$ cat config.mk
export PLATFORM = sky130hd
export DESIGN_NAME = hazard_ctrl
export DESIGN_NICKNAME = d
export VERILOG_FILES = /design/src/rtl/hazard_ctrl.sv
export SDC_FILE = /design/constraint.sdc
export NUM_CORES = 1
export LEC_CHECK = 0
export CORE_ASPECT_RATIO = 1.5
export CORE_MARGIN = 3
export CORE_UTILIZATION = 30
export CTS_CLUSTER_DIAMETER = 40
export DETAILED_ROUTE_END_ITERATION = 10
export SLEW_MARGIN = 20
export SYNTH_ARGS = -nofsm -noshare
export SYNTH_HDL_FRONTEND = slang
export SYNTH_SLANG_ARGS = --single-unit
$ cat constraint.sdc
create_clock -name clk_HZ -period 1.4 [get_ports clk_HZ]
set_input_delay 0.21 -clock clk_HZ [delete_from_list [all_inputs] [get_ports clk_HZ]]
set_output_delay 0.21 -clock clk_HZ [all_outputs]
set_load 0.02 [all_outputs]
$ cat src/rtl/hazard_ctrl.sv
// Pipeline sequencing controller: reset flush, load-use bubble, branch squash and halt drain.
// Optional feature macro: HZ_STALL_COUNT_EN enables the saturating 16-bit stall_count register.
module hazard_ctrl #(
    parameter int FLUSH_CYCLES = 4,
    parameter int DRAIN_CYCLES = 3
) (
    input  logic        clk_HZ,
    input  logic        rst_HZ,
    input  logic        run,
    input  logic        halt_req,
    input  logic [4:0]  id_rs,
    input  logic [4:0]  id_rt,
    input  logic        ex_memread,
    input  logic [4:0]  ex_rt,
    input  logic        branch_taken,
    output logic        pc_write,
    output logic        bf0_write,
    output logic        bf0_flush,
    output logic        bf1_flush,
    output logic        bf2_flush,
    output logic        halted,
    output logic [15:0] stall_count
);

    typedef enum logic [2:0] {
        ST_INIT  = 3'd0,
        ST_IDLE  = 3'd1,
        ST_RUN   = 3'd2,
        ST_DRAIN = 3'd3,
        ST_HALT  = 3'd4
    } state_t;

    localparam logic [3:0] FLUSH_LAST = 4'(FLUSH_CYCLES - 1);
    localparam logic [3:0] DRAIN_LAST = 4'(DRAIN_CYCLES - 1);

    state_t     state_r, state_s;
    logic [3:0] cnt_r, cnt_s;
    logic       load_use_s;

    assign load_use_s = ex_memread && (ex_rt != 5'd0) &&
                        ((ex_rt == id_rs) || (ex_rt == id_rt));

    // State and phase counter register.
    always_ff @(posedge clk_HZ) begin
        if (rst_HZ) begin
            state_r <= ST_INIT;
            cnt_r   <= 4'd0;
        end else begin
            state_r <= state_s;
            cnt_r   <= cnt_s;
        end
    end

    // Next-state and output decode; reset forces the INIT output pattern.
    always_comb begin
        state_s   = state_r;
        cnt_s     = cnt_r;
        pc_write  = 1'b0;
        bf0_write = 1'b0;
        bf0_flush = 1'b0;
        bf1_flush = 1'b0;
        bf2_flush = 1'b0;
        halted    = 1'b0;
        case (state_r)
            ST_INIT: begin
                bf0_flush = 1'b1;
                bf1_flush = 1'b1;
                bf2_flush = 1'b1;
                if (cnt_r == FLUSH_LAST) begin
                    state_s = ST_IDLE;
                    cnt_s   = 4'd0;
                end else begin
                    cnt_s   = cnt_r + 4'd1;
                end
            end
            ST_IDLE: begin
                if (run) begin
                    state_s = ST_RUN;
                end else begin
                    state_s = ST_IDLE;
                end
            end
            ST_RUN: begin
                pc_write  = 1'b1;
                bf0_write = 1'b1;
                if (branch_taken) begin
                    bf0_flush = 1'b1;
                    bf1_flush = 1'b1;
                    bf2_flush = 1'b1;
                end else if (load_use_s) begin
                    pc_write  = 1'b0;
                    bf0_write = 1'b0;
                    bf1_flush = 1'b1;
                end else if (halt_req) begin
                    state_s = ST_DRAIN;
                    cnt_s   = 4'd0;
                end else begin
                    state_s = ST_RUN;
                end
            end
            ST_DRAIN: begin
                bf0_flush = 1'b1;
                // A late branch still redirects the PC so resume starts on the right path.
                if (branch_taken) begin
                    pc_write  = 1'b1;
                    bf1_flush = 1'b1;
                    bf2_flush = 1'b1;
                end else begin
                    pc_write  = 1'b0;
                end
                if (cnt_r == DRAIN_LAST) begin
                    state_s = ST_HALT;
                    cnt_s   = 4'd0;
                end else begin
                    cnt_s   = cnt_r + 4'd1;
                end
            end
            ST_HALT: begin
                halted = 1'b1;
                if (run) begin
                    state_s = ST_RUN;
                end else begin
                    state_s = ST_HALT;
                end
            end
            default: begin
                state_s = ST_INIT;
                cnt_s   = 4'd0;
            end
        endcase
        if (rst_HZ) begin
            pc_write  = 1'b0;
            bf0_write = 1'b0;
            bf0_flush = 1'b1;
            bf1_flush = 1'b1;
            bf2_flush = 1'b1;
            halted    = 1'b0;
        end else begin
            halted    = halted;
        end
    end

`ifdef HZ_STALL_COUNT_EN
    logic        stall_s;
    logic [15:0] stall_cnt_r;

    assign stall_s = (state_r == ST_RUN) && !branch_taken && load_use_s;

    // Saturating count of load-use bubbles.
    always_ff @(posedge clk_HZ) begin
        if (rst_HZ) begin
            stall_cnt_r <= 16'h0000;
        end else if (stall_s && (stall_cnt_r != 16'hFFFF)) begin
            stall_cnt_r <= stall_cnt_r + 16'h0001;
        end else begin
            stall_cnt_r <= stall_cnt_r;
        end
    end

    assign stall_count = rst_HZ ? 16'h0000 : stall_cnt_r;
`else
    assign stall_count = 16'h0000;
`endif

endmodule

# After elaboration in Yosys (flattened, before gate mapping)
# Cells that the tools add are included.
# totals
wordCells	58
ramBits	0
latchBits	0
mem_bits_ro	0
mem_count	0
output_inout_bits	22
ff_bits	7
input_bits	21
# classes
bitwise_logic	1
muxes	31
shifts	0
multipliers	0
n_eq_ne	13
reduce_logical	10
div_mod_pow	0
n_addsub	1
n_lt_le_gt_ge	0
# ops
cell	n
4-bit 2-to-1 mux	5
4-bit one-hot mux with 4 select lines	1
3-bit 2-to-1 mux	5
3-bit one-hot mux with 5 select lines	1
1-bit 2-to-1 mux	14
5-bit equality test	2
2-bit inequality test (second input constant)	5
4-bit by 2-bit equality test with 1-bit output (second input constant)	2
4-bit AND reduction	2
3-bit by 2-bit equality test with 1-bit output (second input constant)	2
1-bit one-hot mux with 2 select lines	3
2-bit OR reduction	3
5-bit nonzero test	1
4-bit by 1-bit adder with 4-bit output (second input constant)	1
3-bit by 1-bit equality test with 1-bit output (second input constant)	1
3-bit equality test (second input constant)	1
3-bit zero test	1
1-bit one-hot mux with 3 select lines	1
1-bit logical AND	2
2-bit 2-to-1 mux	1
1-bit logical OR	1
1-bit NOT	1

# Logic depth before layout (Yosys ltp)
# Gate-level depths: netlist of run 1.
# depth
depth_word	7
ltp_mapped	7
mapped_depth_nobuf	7

# Worst setup path before layout of run 1
# Ideal clock, no wire load.
# synth_timing
kind	reg2reg
from	reg cnt_r[0]
to	reg cnt_r[1]
t_required_ps	1321
path_buffers	0
path_slack_ps	-97
synth_period_minus_slack_ps	1497
arrival_time_ps	1418
setup_time_ps	79
path_stages_with_launch	7
path_cell_list	dfxtp_1 -> inv_1 -> ha_1 -> or3_1 -> a21oi_1 -> nor2_1 -> a211oi_2
# synth_between
elab_chain_len	3
elab_cells_between_ends	6
classes_between	1 x add/sub; 2 x eq/ne; 3 x mux
# synth_lines
element	line	source
start: declaration	37	logic [3:0] cnt_r, cnt_s;
start signal: assignment	50	cnt_r <= cnt_s;
4-bit by 1-bit adder with 4-bit output, or another cell as far along	73, 115	
4-bit 2-to-1 mux, on equally long branches	111, 69	
4-bit one-hot mux with 4 select lines *	64	case (state_r)
# Every way passes the cells marked *; elsewhere a longest branch is shown, timed or not.
# A chain may end at the register's enable or synchronous reset.

# Final worst setup path of run 1
# layout_timing
from	in ex_rt[2]
to	out pc_write
# layout_between
elab_chain_len	7
elab_cells_between_ends	10
classes_between	2 x eq/ne; 4 x mux; 4 x reduce/logical
# layout_lines
element	line	source
start: declaration	14	input logic [4:0] ex_rt,
5-bit equality test or 5-bit nonzero test (tied branches)	41, 40	
1-bit logical OR or 1-bit logical AND (tied branches)	41, 40	
1-bit logical AND *	40	assign load_use_s = ex_memread && (ex_rt != 5'd0) &&
1-bit 2-to-1 mux *	90	end else if (load_use_s) begin
1-bit 2-to-1 mux *	86	if (branch_taken) begin
1-bit one-hot mux with 2 select lines *	64	
1-bit 2-to-1 mux *	131	if (rst_HZ) begin
end: declaration	16	output logic pc_write,
# Marks and branches as above.

==> flow_summary_export.csv, run 1 <==
group,metric,value,unit
clock_tree,clk_pin_slew_worst_paths,0.04,ns
final_layout,final_cell_mix,"25 x buf_4, 17 x buf_6, 16 x conb_1",
worst_setup_path,cp_slowest_cell,"or4_4",
synth,synth_warnings,0,
power_and_ir_drop,ir_worst_vdd,0.000653,V
placement,placedCellCount,203,
final_layout,areaGrowthSynthToFinish,88.2,%
synth,ys_ff_latch,7,
global_routing,grt_max_degree,12,
flow_run,maxCapViolations,0,
global_routing,top_usage_layer,"met2",
worst_setup_path,cp_cell_sequence,"buf_6, or4_4, o21ai_2, nand2b_4, a22o_1, buf_6",
sta,tns,-1.27,ns
floorplanning,core,2760,um^2
clock_tree,cts_buffer_depth,2,
clock_tree,numCtsBuffers,3,
floorplanning,std_cell_rows,23,
sta,timing.fmax,625,MHz
power_and_ir_drop,finalPower,2.70,mW
power_and_ir_drop,power_density,1580,nW/um^2
final_layout,final_nets,205,
final_layout,final_common_cell,"buf_4",
synth,syn_inst,121,
worst_setup_path,crit_buf_inv,2,
drt,wirelength,2860,um
synth,ys_seq_area_share,15.5,%
global_routing,grt_pass1_wl,4290,um
drt,drt_iter0_drc,17,
global_routing,grt_pass1_vias,1034,
global_routing,grt_overflow_total,0,
worst_setup_path,critPathMaxStageDelay,0.52,ns
clock_tree,cts_tree,"done",
worst_hold_path,min_path_type,"reg -> reg",
worst_setup_path,cp-start-kind,"primary input",
clock_tree,cts_htree_levels,1,
run_status,status,"complete, but fails checks",
drt,drc,0,
power_and_ir_drop,p_leak,0.734,nW
run_status,failed_checks,"negative setup slack",
sta,setup_viol,11,
sta,min_period,1.60,ns
worst_setup_path,required,1.19,ns
synth,synth_top_cell_by_area,"dfxtp_1",
final_layout,instances_no_fill,217,
sta,grt_setup_unrepaired,"true",
sta,period_share,114,%
worst_setup_path,cp_common_cell,"buf_6",
synth,synthFlopType,"dfxtp_1",
floorplanning,start_util,32.7,%
synth,yosysUniqueCellTypes,43,
drt,antenna_left,0,
placement,pre_cts_slack,-1.04,ns
placement,io_buffers,26,
global_routing,grtUsageMet2,31.7,%
clock_tree,numClockSinks,7,
drt,wl_per_cell,13.2,um
global_routing,gr-usage-met1,12.3,%
final_layout,nFillCells,252,
placement,dp_hpwl,2070,um
clock_tree,hold_buffers,0,
floorplanning,chipHeight,73.3,um
worst_setup_path,crit_type,"in -> out",
global_routing,antenna_found_initial,0,
sta,fin_skew,0.00177,ns
worst_setup_path,crit_arrival,1.39,ns
synth,synth_edf_count,0,
floorplanning,die_x,50.8,um
worst_setup_path,crit_fanout,3,
placement,gp_congestion,0.816,
worst_setup_path,cp_top_family,"simple AND/OR/NAND/NOR gates",
drt,vias,1032,
clock_tree,worst_skew_pair.late_latency,0.23,ns
global_routing,grtUsageMet3,3.25,%
sta,drv_slew,0,
synth,async_flop_share,0,%
global_routing,grt_usage,15.4,%
synth,netlist_area,905,um^2
final_layout,drive_gt1_share,55.6,%
drt,drt-pass1-iter-count,3,
synth,syn_avg_cell_area,7.48,um^2
sta,setup_slack,-0.199,ns
worst_setup_path,critPathCaptureType,"output port",
synth,synth_top_area_share,15.5,%
sta,whs,0.532,ns
clock_tree,cts-root-buf,"clkbuf_8",
drt,vias_per_cell,4.76,
floorplanning,pin_count,43,
synth,synth_area_leaders,"dfxtp_1 15%, buf_4 14%, xnor2_1 11%",
floorplanning,dieArea,3720,um^2
sta,hold_violations,0,
final_layout,diodes,0,
-- cell type report --
type | instances | area [um^2] | area share (%)
clock buffers | 4 | 45.0 | 2.65
inverters | 6 | 22.5 | 1.32
multi-input cells | 102 | 887 | 52.1
flip-flops and latches | 7 | 145 | 8.52
well taps | 37 | 46.3 | 2.72
repair buffers | 61 | 557 | 32.7
-- sequential cells by signal, indices dropped and copies added (netlist names) --
| register | cells |
|---|---|
| cnt_r | 4 |
| state_r | 3 |
-- routing by layer --
metal / wire (um) / part of all wire [%] / vias up
met2: 1650 / 58 / 44
met4: 119 / 4.2 / 0
met5: 0 / 0 / -
met3: 175 / 6.1 / 11
li1: - / - / 499
met1: 912 / 32 / 478
-- worst reg2reg max path, delay by kind of cell, from the launching register on --
family / cells / cell delay [ns]
and+or+nand+nor: 1 / 0.23
DFF: 1 / 0.32
buffers and inverters: 3 / 0.39
AOI/OAI and AO/OA: 3 / 0.29
muxes: 1 / 0.18
-- power breakdown --
part / switching, mW / internal, mW / total, mW
sequential: 0.0622 / 0.269 / 0.332
combinational: 0.986 / 1.10 / 2.09
clock: 0.0847 / 0.197 / 0.281
-- kinds of logic (layout without fill, tap and decap cells) --
family,count (synthesis),count (layout),synth area share (%)
buf+inv,27,71,19.8
other cells,1,16,0.415
simple gates,44,44,25.5
mux,1,1,1.11
compound gates,27,27,23.0
xor+xnor,11,11,10.6
fa+ha+maj,3,3,4.15
flops,7,7,15.5
-- metrics by stage --
stage | instance area (um^2) | utilization (%)
floorplan | 963 | -
global placement | 1300 | 47.1
detailed placement | 1300 | 47.1
CTS | 1550 | 56.2
global route | 1700 | 61.6
finish | 1700 | 61.6
-- worst paths after layout --
path | slack, ns | cells after the start | end | start
max | -0.20 | 6 | pc_write | ex_rt[2]
min | 0.53 | 1 | cnt_r[3] | cnt_r[3]
max reg2reg | -0.16 | 8 | state_r[1] | state_r[0]
min reg2reg | 0.53 | 1 | cnt_r[3] | cnt_r[3]
-- Yosys cell counts, types with 2 or more instances --
library cell	instances
a211oi_2	2
nor3_1	2
nand2b_1	3
inv_1	6
a211oi_1	2
ha_1	3
buf_4	17
o21bai_1	2
buf_2	2
a21oi_1	4
o21ai_1	3
nand2_1	9
nand3_1	5
xnor2_1	11
nor2_1	16
dfxtp_1	7
-- repair_timing --
| item | 4_1_cts | 5_1_grt |
|---|---|---|
| setup buffers | 8 | 3 |
| setup endpoints to repair | 13 | 13 |
| pin swaps | 37 | 28 |
| gates resized for setup | 103 | 26 |
No activity file was read; power rests on OpenSTA's default activity.
==> inputs of run 2 (changes only) <==
GPL_ROUTABILITY_DRIVEN = 0   (was unset)
==> results of run 2 <==
Final layout, timing and power as in run 1 (identical DEF).
==> inputs of run 3 (changes only) <==
SETUP_SLACK_MARGIN = 0.5   (was unset)
==> flow_summary_export.csv, run 3 (synthesis gave the netlist of run 1 again) <==
group,metric,value,unit
final_layout,largest_reg_flops,4,
final_layout,finalInstanceArea,1700,um^2
clock_tree,numCtsBuffers,3,
drt,antenna_left,0,
floorplanning,core,2760,um^2
sta,hold_violations,0,
global_routing,grt_max_degree,12,
sta,timing.fmax,632,MHz
sta,drv_slew,0,
worst_setup_path,r2r_cells,7,
worst_hold_path,min_path_cells,1,
final_layout,final_nets,208,
power_and_ir_drop,ir_worst_vdd,0.000795,V
worst_setup_path,critPathCaptureType,"output port",
run_status,status,"complete, but fails checks",
final_layout,areaGrowthSynthToFinish,88.4,%
final_layout,drive_gt1_share,53.6,%
worst_hold_path,min_path_type,"reg -> reg",
floorplanning,start_util,32.7,%
floorplanning,chipHeight,73.3,um
final_layout,fin_util,61.7,%
global_routing,grt_usage,15.2,%
clock_tree,worst_skew_pair.late_latency,0.23,ns
clock_tree,cts_tree,"done",
clock_tree,cts_buffer_depth,2,
sta,grt_setup_unrepaired,"true",
sta,setup_viol,13,
floorplanning,dieArea,3720,um^2
clock_tree,cts_htree_levels,1,
final_layout,instances_no_fill,220,
drt,wirelength,2890,um
worst_setup_path,cp-start-kind,"primary input",
final_layout,diodes,0,
sta,min_period,1.58,ns
drt,drc,0,
worst_setup_path,crit_type,"in -> out",
power_and_ir_drop,power_density,1600,nW/um^2
placement,dp_hpwl,2080,um
drt,wl_per_cell,13.1,um
floorplanning,pin_count,43,
drt,drt-pass1-iter-count,4,
clock_tree,numClockSinks,7,
drt,drt_iter0_drc,16,
final_layout,final_common_cell,"buf_4",
placement,place_area,1380,um^2
final_layout,largest-register,"cnt_r",
power_and_ir_drop,p_leak,0.728,nW
global_routing,antenna_found_initial,0,
final_layout,reg_top3,"cnt_r (4), state_r (3)",
global_routing,grt_pass1_vias,1005,
power_and_ir_drop,finalPower,2.73,mW
flow_run,maxCapViolations,0,
worst_setup_path,crit_fanout,3,
sta,setup_slack,-0.182,ns
sta,period_share,113,%
worst_setup_path,required,1.19,ns
global_routing,grt_overflow_total,0,
final_layout,final_cell_mix,"25 x buf_4, 21 x buf_6, 16 x conb_1",
worst_setup_path,crit_arrival,1.37,ns
sta,fin_skew,0.00822,ns
placement,io_buffers,26,
placement,placedCellCount,203,
run_status,failed_checks,"negative setup slack",
global_routing,grt_pass1_wl,4320,um
final_layout,nFillCells,248,
clock_tree,cts-root-buf,"clkbuf_8",
drt,vias_per_cell,4.54,
clock_tree,clk_pin_slew_worst_paths,0.04,ns
clock_tree,hold_buffers,0,
floorplanning,die_x,50.8,um
floorplanning,std_cell_rows,23,
drt,vias,998,
==> run 3: final cells by class <==
class	count	area (um^2)	area share, %
multi-input cells	102	861	50.5
repair buffers	64	579	34.0
flip-flops and latches	7	150	8.81
well taps	37	46.3	2.72
clock buffers	4	45.0	2.64
inverters	6	22.5	1.32
==> run 3: through the flow <==
step           setup WS (ns)  hold slack (ns)  setup TNS [ns]
2_1_floorplan        0.00580            0.383               0
6_report              -0.182            0.541           -1.01
3_5_place_dp           -1.02            0.565           -6.54
5_1_grt               -0.234            0.570           -1.82
3_3_place_gp           -1.01            0.523           -6.41
4_1_cts               -0.194            0.524           -1.05
==> run 3: power breakdown <==
part / internal (mW) / switching [mW]
registers: 0.280 / 0.0900
clock network: 0.197 / 0.0910
logic: 1.11 / 0.961
total: 1.59 / 1.14
==> run 3: per-layer routing <==
metal	global-route usage (%)	share of wire, %
met1	14.8	35
met5	0	0
met4	6.29	1.8
met2	29.9	58
met3	3.25	5.2
==> run 3: path summary, 6_finish.rpt <==
kind | startpoint | end | slack, ns
worst max-delay path | ex_rt[3] | bf0_write | -0.18
worst min-delay path | cnt_r[3] | cnt_r[3] | 0.54
worst max register to register | state_r[0] | state_r[1] | -0.10
worst min register to register | cnt_r[3] | cnt_r[3] | 0.54
==> run 3: timing repair <==
action                                  in CTS  in global routing
setup buffers                                6                  7
pin swaps                                   33                 26
resized for setup                           93                 20
endpoints found under the setup margin      13                 13
==> run 3: worst max-delay path, stage by stage <==
cell      delay (ns)
buf_6           0.09
or4_4           0.54
o21ai_4         0.15
nand2b_4        0.16
o21a_4          0.12
buf_6           0.10
